==> src/rtl/spi_pkg.sv <==
// Shared definitions for the SPI responder: FSM states, bus mode, rw encoding.
package spi_pkg;

    typedef enum logic [2:0] {
        ST_IDLE,
        ST_COMMAND,
        ST_ADDRESS,
        ST_DATA,
        ST_DONE
    } spi_state_e;

    // Mode 0: SCLK idles low, data sampled on the leading (rising) edge.
    localparam logic SPI_CPOL  = 1'b0;
    localparam logic SPI_CPHA  = 1'b0;

    // First frame bit.
    localparam logic SPI_READ  = 1'b1;
    localparam logic SPI_WRITE = 1'b0;

endpackage

==> src/rtl/spi_input_synchronizer.sv <==
// Two-flop synchronizer for an asynchronous input, plus a third flop used to
// produce single-cycle rise/fall pulses of the synchronized level.
module spi_input_synchronizer #(
    parameter logic RESET_VALUE = 1'b0
) (
    input  logic clock,
    input  logic reset_n,
    input  logic async_in,
    output logic sync_out,
    output logic rise,
    output logic fall
);

    logic [2:0] pipe_q;
    logic [2:0] pipe_d;

    // Shift the raw input into the synchronizer chain.
    always_comb begin
        pipe_d = {pipe_q[1:0], async_in};
    end

    // Synchronizer / edge-detect register chain.
    always_ff @(posedge clock or negedge reset_n) begin
        if (!reset_n) begin
            pipe_q <= {3{RESET_VALUE}};
        end else begin
            pipe_q <= pipe_d;
        end
    end

    assign sync_out = pipe_q[1];
    assign rise     = pipe_q[1] & ~pipe_q[2];
    assign fall     = ~pipe_q[1] & pipe_q[2];

endmodule

==> src/rtl/spi_slave.sv <==
// SPI mode-0 responder. Oversamples SCLK/CS/MOSI in the system clock domain,
// decodes one rw/address/data frame per chip-select assertion and drives a
// simple register-file port (write strobe, read request with 1-cycle return).
module spi_slave
    import spi_pkg::*;
#(
    parameter int unsigned DATA_WIDTH    = 16,
    parameter int unsigned ADDRESS_WIDTH = 15
) (
    input  logic                     clock,
    input  logic                     reset_n,
    input  logic                     serial_clock,
    input  logic                     chip_select,
    input  logic                     serial_in,
    output logic                     serial_out,
    output logic                     write_enable,
    output logic [ADDRESS_WIDTH-1:0] write_address,
    output logic [DATA_WIDTH-1:0]    write_data,
    output logic                     read_enable,
    output logic [ADDRESS_WIDTH-1:0] read_address,
    input  logic [DATA_WIDTH-1:0]    read_data,
    output logic                     busy,
    output logic                     frame_error
);

    localparam int unsigned FRAME_BITS = 1 + ADDRESS_WIDTH + DATA_WIDTH;
    localparam int unsigned CNT_W      = $clog2(FRAME_BITS);
    // Counter value at the last address bit and at the last data bit.
    localparam logic [CNT_W-1:0] LAST_ADDR_CNT = CNT_W'(ADDRESS_WIDTH);
    localparam logic [CNT_W-1:0] LAST_DATA_CNT = CNT_W'(ADDRESS_WIDTH + DATA_WIDTH);

    logic sclk_level_unused, sclk_rise, sclk_fall;
    logic cs_sync, cs_rise, cs_fall;
    logic mosi_sync, mosi_rise_unused, mosi_fall_unused;
    logic sample_edge, shift_edge;

    spi_input_synchronizer #(.RESET_VALUE(SPI_CPOL)) u_sync_sclk (
        .clock    (clock),
        .reset_n  (reset_n),
        .async_in (serial_clock),
        .sync_out (sclk_level_unused),
        .rise     (sclk_rise),
        .fall     (sclk_fall)
    );

    spi_input_synchronizer #(.RESET_VALUE(1'b1)) u_sync_cs (
        .clock    (clock),
        .reset_n  (reset_n),
        .async_in (chip_select),
        .sync_out (cs_sync),
        .rise     (cs_rise),
        .fall     (cs_fall)
    );

    spi_input_synchronizer #(.RESET_VALUE(1'b0)) u_sync_mosi (
        .clock    (clock),
        .reset_n  (reset_n),
        .async_in (serial_in),
        .sync_out (mosi_sync),
        .rise     (mosi_rise_unused),
        .fall     (mosi_fall_unused)
    );

    assign sample_edge = (SPI_CPOL == SPI_CPHA) ? sclk_rise : sclk_fall;
    assign shift_edge  = (SPI_CPOL == SPI_CPHA) ? sclk_fall : sclk_rise;

    spi_state_e               state_q, state_d;
    logic [CNT_W-1:0]         cnt_q, cnt_d;
    logic                     rw_q, rw_d;
    logic [ADDRESS_WIDTH-1:0] addr_q, addr_d;
    logic [DATA_WIDTH-1:0]    rx_q, rx_d;
    logic [DATA_WIDTH-1:0]    tx_q, tx_d;
    logic                     serial_out_q, serial_out_d;
    logic                     write_enable_q, write_enable_d;
    logic [ADDRESS_WIDTH-1:0] write_address_q, write_address_d;
    logic [DATA_WIDTH-1:0]    write_data_q, write_data_d;
    logic                     read_enable_q, read_enable_d;
    logic [ADDRESS_WIDTH-1:0] read_address_q, read_address_d;
    logic                     frame_error_q, frame_error_d;
    logic [1:0]               warm_q, warm_d;
    logic                     armed_q, armed_d;

    // Next-state, shift registers and strobes for one frame.
    always_comb begin
        state_d         = state_q;
        cnt_d           = cnt_q;
        rw_d            = rw_q;
        addr_d          = addr_q;
        rx_d            = rx_q;
        tx_d            = tx_q;
        serial_out_d    = serial_out_q;
        write_enable_d  = 1'b0;
        write_address_d = write_address_q;
        write_data_d    = write_data_q;
        read_enable_d   = 1'b0;
        read_address_d  = read_address_q;
        frame_error_d   = 1'b0;
        armed_d         = armed_q;

        // After reset the CS synchronizer holds its reset value for two
        // clocks; only accept a new frame once a real high level has been
        // seen, so a frame interrupted by reset is ignored to its end.
        warm_d = {warm_q[0], 1'b1};
        if (warm_q[1] && cs_sync) begin
            armed_d = 1'b1;
        end

        // Read data returns one clock after the request.
        if (read_enable_q) begin
            tx_d = read_data;
        end

        unique case (state_q)
            ST_IDLE: begin
                if (cs_fall && armed_q) begin
                    state_d = ST_COMMAND;
                    cnt_d   = '0;
                end
            end
            ST_COMMAND: begin
                if (sample_edge) begin
                    rw_d    = mosi_sync;
                    cnt_d   = cnt_q + 1'b1;
                    state_d = ST_ADDRESS;
                end
            end
            ST_ADDRESS: begin
                if (sample_edge) begin
                    addr_d = {addr_q[ADDRESS_WIDTH-2:0], mosi_sync};
                    cnt_d  = cnt_q + 1'b1;
                    if (cnt_q == LAST_ADDR_CNT) begin
                        if (rw_q == SPI_READ) begin
                            read_enable_d  = 1'b1;
                            read_address_d = addr_d;
                        end
                        state_d = ST_DATA;
                    end
                end
            end
            ST_DATA: begin
                if (sample_edge) begin
                    rx_d  = {rx_q[DATA_WIDTH-2:0], mosi_sync};
                    cnt_d = cnt_q + 1'b1;
                    if (cnt_q == LAST_DATA_CNT) begin
                        if (rw_q == SPI_WRITE) begin
                            write_enable_d  = 1'b1;
                            write_address_d = addr_q;
                            write_data_d    = rx_d;
                        end
                        state_d = ST_DONE;
                    end
                end
                if (shift_edge && (rw_q == SPI_READ)) begin
                    serial_out_d = tx_q[DATA_WIDTH-1];
                    tx_d         = {tx_q[DATA_WIDTH-2:0], 1'b0};
                end
            end
            ST_DONE: begin
            end
            default: begin
                state_d = ST_IDLE;
            end
        endcase

        // CS release is applied after any SCLK edge of the same cycle, so a
        // frame whose last edge coincides with CS rising still completes.
        if (cs_rise) begin
            if ((state_d == ST_COMMAND) || (state_d == ST_ADDRESS) || (state_d == ST_DATA)) begin
                frame_error_d = 1'b1;
            end
            state_d = ST_IDLE;
        end

        if (!((state_d == ST_DATA) && (rw_d == SPI_READ))) begin
            serial_out_d = 1'b0;
        end
    end

    // Frame state and output registers.
    always_ff @(posedge clock or negedge reset_n) begin
        if (!reset_n) begin
            state_q         <= ST_IDLE;
            cnt_q           <= '0;
            rw_q            <= SPI_WRITE;
            addr_q          <= '0;
            rx_q            <= '0;
            tx_q            <= '0;
            serial_out_q    <= 1'b0;
            write_enable_q  <= 1'b0;
            write_address_q <= '0;
            write_data_q    <= '0;
            read_enable_q   <= 1'b0;
            read_address_q  <= '0;
            frame_error_q   <= 1'b0;
            warm_q          <= '0;
            armed_q         <= 1'b0;
        end else begin
            state_q         <= state_d;
            cnt_q           <= cnt_d;
            rw_q            <= rw_d;
            addr_q          <= addr_d;
            rx_q            <= rx_d;
            tx_q            <= tx_d;
            serial_out_q    <= serial_out_d;
            write_enable_q  <= write_enable_d;
            write_address_q <= write_address_d;
            write_data_q    <= write_data_d;
            read_enable_q   <= read_enable_d;
            read_address_q  <= read_address_d;
            frame_error_q   <= frame_error_d;
            warm_q          <= warm_d;
            armed_q         <= armed_d;
        end
    end

    assign serial_out    = serial_out_q;
    assign write_enable  = write_enable_q;
    assign write_address = write_address_q;
    assign write_data    = write_data_q;
    assign read_enable   = read_enable_q;
    assign read_address  = read_address_q;
    assign frame_error   = frame_error_q;
    assign busy          = ~cs_sync;

endmodule
==> config.mk <==
export PLATFORM = sky130hd
export DESIGN_NAME = spi_slave
export DESIGN_NICKNAME = d
export VERILOG_FILES = /design/src/rtl/spi_pkg.sv /design/src/rtl/spi_input_synchronizer.sv /design/src/rtl/spi_slave.sv
export SDC_FILE = /design/constraint.sdc
export NUM_CORES = 1
export LEC_CHECK = 0
export CAP_MARGIN = 20
export CORE_ASPECT_RATIO = 1.25
export CORE_MARGIN = 2
export CORE_UTILIZATION = 40
export CTS_CLUSTER_SIZE = 14
export DETAILED_ROUTE_END_ITERATION = 10
export PLACE_DENSITY = 0.59
export REMOVE_ABC_BUFFERS = 1
export SYNTH_ARGS = -nofsm -noshare
export SYNTH_HDL_FRONTEND = slang
export SYNTH_HIERARCHICAL = 1
export SYNTH_SLANG_ARGS = --single-unit
==> constraint.sdc <==
create_clock -name clock -period 3.1 [get_ports clock]
set_input_delay 0.62 -clock clock [delete_from_list [all_inputs] [get_ports clock]]
set_output_delay 0.62 -clock clock [all_outputs]
set_load 0.01 [all_outputs]
==> metrics.yaml <==
placed_design:
  place.port_buffers: 71
  dp_hpwl_mm: 5.22
  dp_worst_setup_slack_ps: 808
  gp_congestion: 0.735
  dp.cells: 507
timing:
  tns_ps: 0
  clock.fmax_mhz: 439
  slew_viol_final: 0
  final_hold_viol_count: 0
  rsz0062_at_grt: "no"
  worst_slew_pin_slew_ps: 842
  fin_crit_ps: 2280
  worst_clock_skew_ps: 4.95
  relSlewSlack_pct: 43.8
  setup-violations-final: 0
  fin_crit_sh_pct: 73.6
  layout_setup_ws_ps: 820
route:
  drt-initial-drc-count: 64
  wl_mm: 8.04
  viasPerCell: 4.97
  wl_per_cell_microns: 15.0
  firstDrtPassIters: 4
  route.vias.total: 2670
  drt_drc_violations_left: 0
  postRouteAntennaNets: 0
cts:
  clkLatencyLatePin_ps: 400
  post_cts_buffers: 0
  clock_path_buffers: 2
  hold_buffers: 0
  ctsResizeCount: 0
  clockRootBuffer: "clkbuf_16"
  cts_tree: "yes"
  htreeDepth: 4
  cts_inserted_buffers: 17
  clk_pin_slew_worst_paths_ps: 50
  clkSinkCount: 116
floorplanning:
  coreArea_sq_um: 11100
  die_x_microns: 99.5
  rows: 43
  io_pins: 72
  start_util_pct: 41.1
  die-area_sq_um: 12300
  die_y_microns: 123
pwr:
  vdd_drop_max_mv: 0.382
  combPwrFrac_pct: 7.0
  switchingPower_uw: 819
  power_density_nw_per_um2: 622
  p_sw_share_pct: 22.3
  p_int_uw: 2860
  clkPwrFrac_pct: 47.1
  p_seq_share_pct: 45.9
  power_leakage_uw: 0.00273
critical_path:
  required_ps: 3380
  worstSetupStartpointType: "flip-flop"
  cp-end-kind: "flip-flop"
  worstSetupPathType: "reg -> reg"
  crit_path_max_fanout: 24
  arrival_ps: 2560
synth:
  synth-warning-count: 6
  syn_area_sq_um: 4560
  synthCells: 309
  synth_area_per_cell_sq_um: 14.7
layout:
  fill_cells: 989
  drive_gt1_share_pct: 27.1
  nNetsFinal: 415
  stdcell_count: 537
  synthToLayoutAreaGrowth_pct: 29.7
  n_antenna_cell: 0
global_routing:
  grt_pass1_vias: 2760
  grt.total_usage_pct: 14.6
  grt_antenna_before_repair: 0
  grt_max_degree: 52
  grt_pass1_wl_mm: 13.7
  gr-total-overflow: 0
run:
  maxCapViolCount: 0
outcome:
  status: "completed"
worst_hold_path:
  min_path_type: "in -> async"
## cells in the final DEF, fill, tap and decap left out, types with 4 or more instances in the layout
cell and n:
clkbuf_1 5, clkinv_2 5, buf_4 9, mux2_1 12, clkbuf_16 17, nand2_1 4
dfrtp_1 113, mux2i_1 17, a21oi_1 18, inv_1 5, clkdlybuf4s50_1 70, nor2_1 19
mux2_2 66
## critical path: stages (launching register included)
cell	delay, ps
dfrtp_1	370
ha_1	190
and3_1	180
ha_1	190
nand4_1	170
nor2_4	290
buf_4	380
mux2_2	380
## path summary, 6_finish.rpt
| path | end | startpoint | slack, ps | depth (start not counted) |
|---|---|---|---|---|
| min in group clock | u_sync_sclk/pipe_q[1] | u_sync_sclk/pipe_q[0] | 350 | 0 |
| max | write_address[3] | cnt_q[0] | 820 | 7 |
| max reg2reg | write_address[3] | cnt_q[0] | 820 | 7 |
| min | read_address[8] | reset_n | 240 | 1 |
| max in group asynchronous | write_data[6] | reset_n | 2070 | 2 |
| min reg2reg | u_sync_sclk/pipe_q[1] | u_sync_sclk/pipe_q[0] | 350 | 0 |
## metrics by stage
step	hold WS (ps)	instance area (sq um)	util, %	power, uW
after floorplan	324	4440	-	1850
after global placement	332	5380	48.6	1960
after detailed placement	335	5380	48.6	1970
after CTS	255	5910	53.3	3730
after global routing	275	5910	53.3	3850
final	240	5910	53.3	3680
## routing by layer
| layer | GRT usage (%) | up-vias | part of all wire (%) |
|---|---|---|---|
| met5 | 0 | - | 0 |
| met3 | 4.86 | 13 | 4.3 |
| met1 | 19.5 | 1345 | 46 |
| met4 | 7.19 | 0 | 1.8 |
| met2 | 21.7 | 59 | 48 |
| li1 | - | 1253 | - |
## cell type report
class | count | area (sq um) | area share [%]
sequential | 116 | 2910 | 49.2
multi-input combinational | 172 | 1520 | 25.7
timing repair buffer | 79 | 768 | 13.0
clock buffer | 24 | 472 | 7.98
tap | 135 | 169 | 2.86
clock inverter | 6 | 55.1 | 0.932
inverter | 5 | 18.8 | 0.318
## sequential cells by signal, indices dropped and copies added, names as in the netlist, 2 cells and up
| register | flops |
|---|---|
| u_sync_mosi/pipe_q | 2 |
| u_sync_sclk/pipe_q | 3 |
| cnt_q | 5 |
| tx_q | 16 |
| state_q | 3 |
| addr_q | 15 |
| write_address | 15 |
| rx_q | 15 |
| read_address | 15 |
| u_sync_cs/pipe_q | 3 |
| warm_q | 2 |
| write_data | 16 |
## power by group through the flow
stage | combinational (uW) | clock, uW | sequential, uW
global route | 283 | 1870 | 1700
CTS | 262 | 1780 | 1690
detailed placement | 260 | 0 | 1710
floorplan | 163 | 0 | 1680
finish | 257 | 1730 | 1690
global placement | 256 | 0 | 1710
Power figures use the tool's default switching activity.
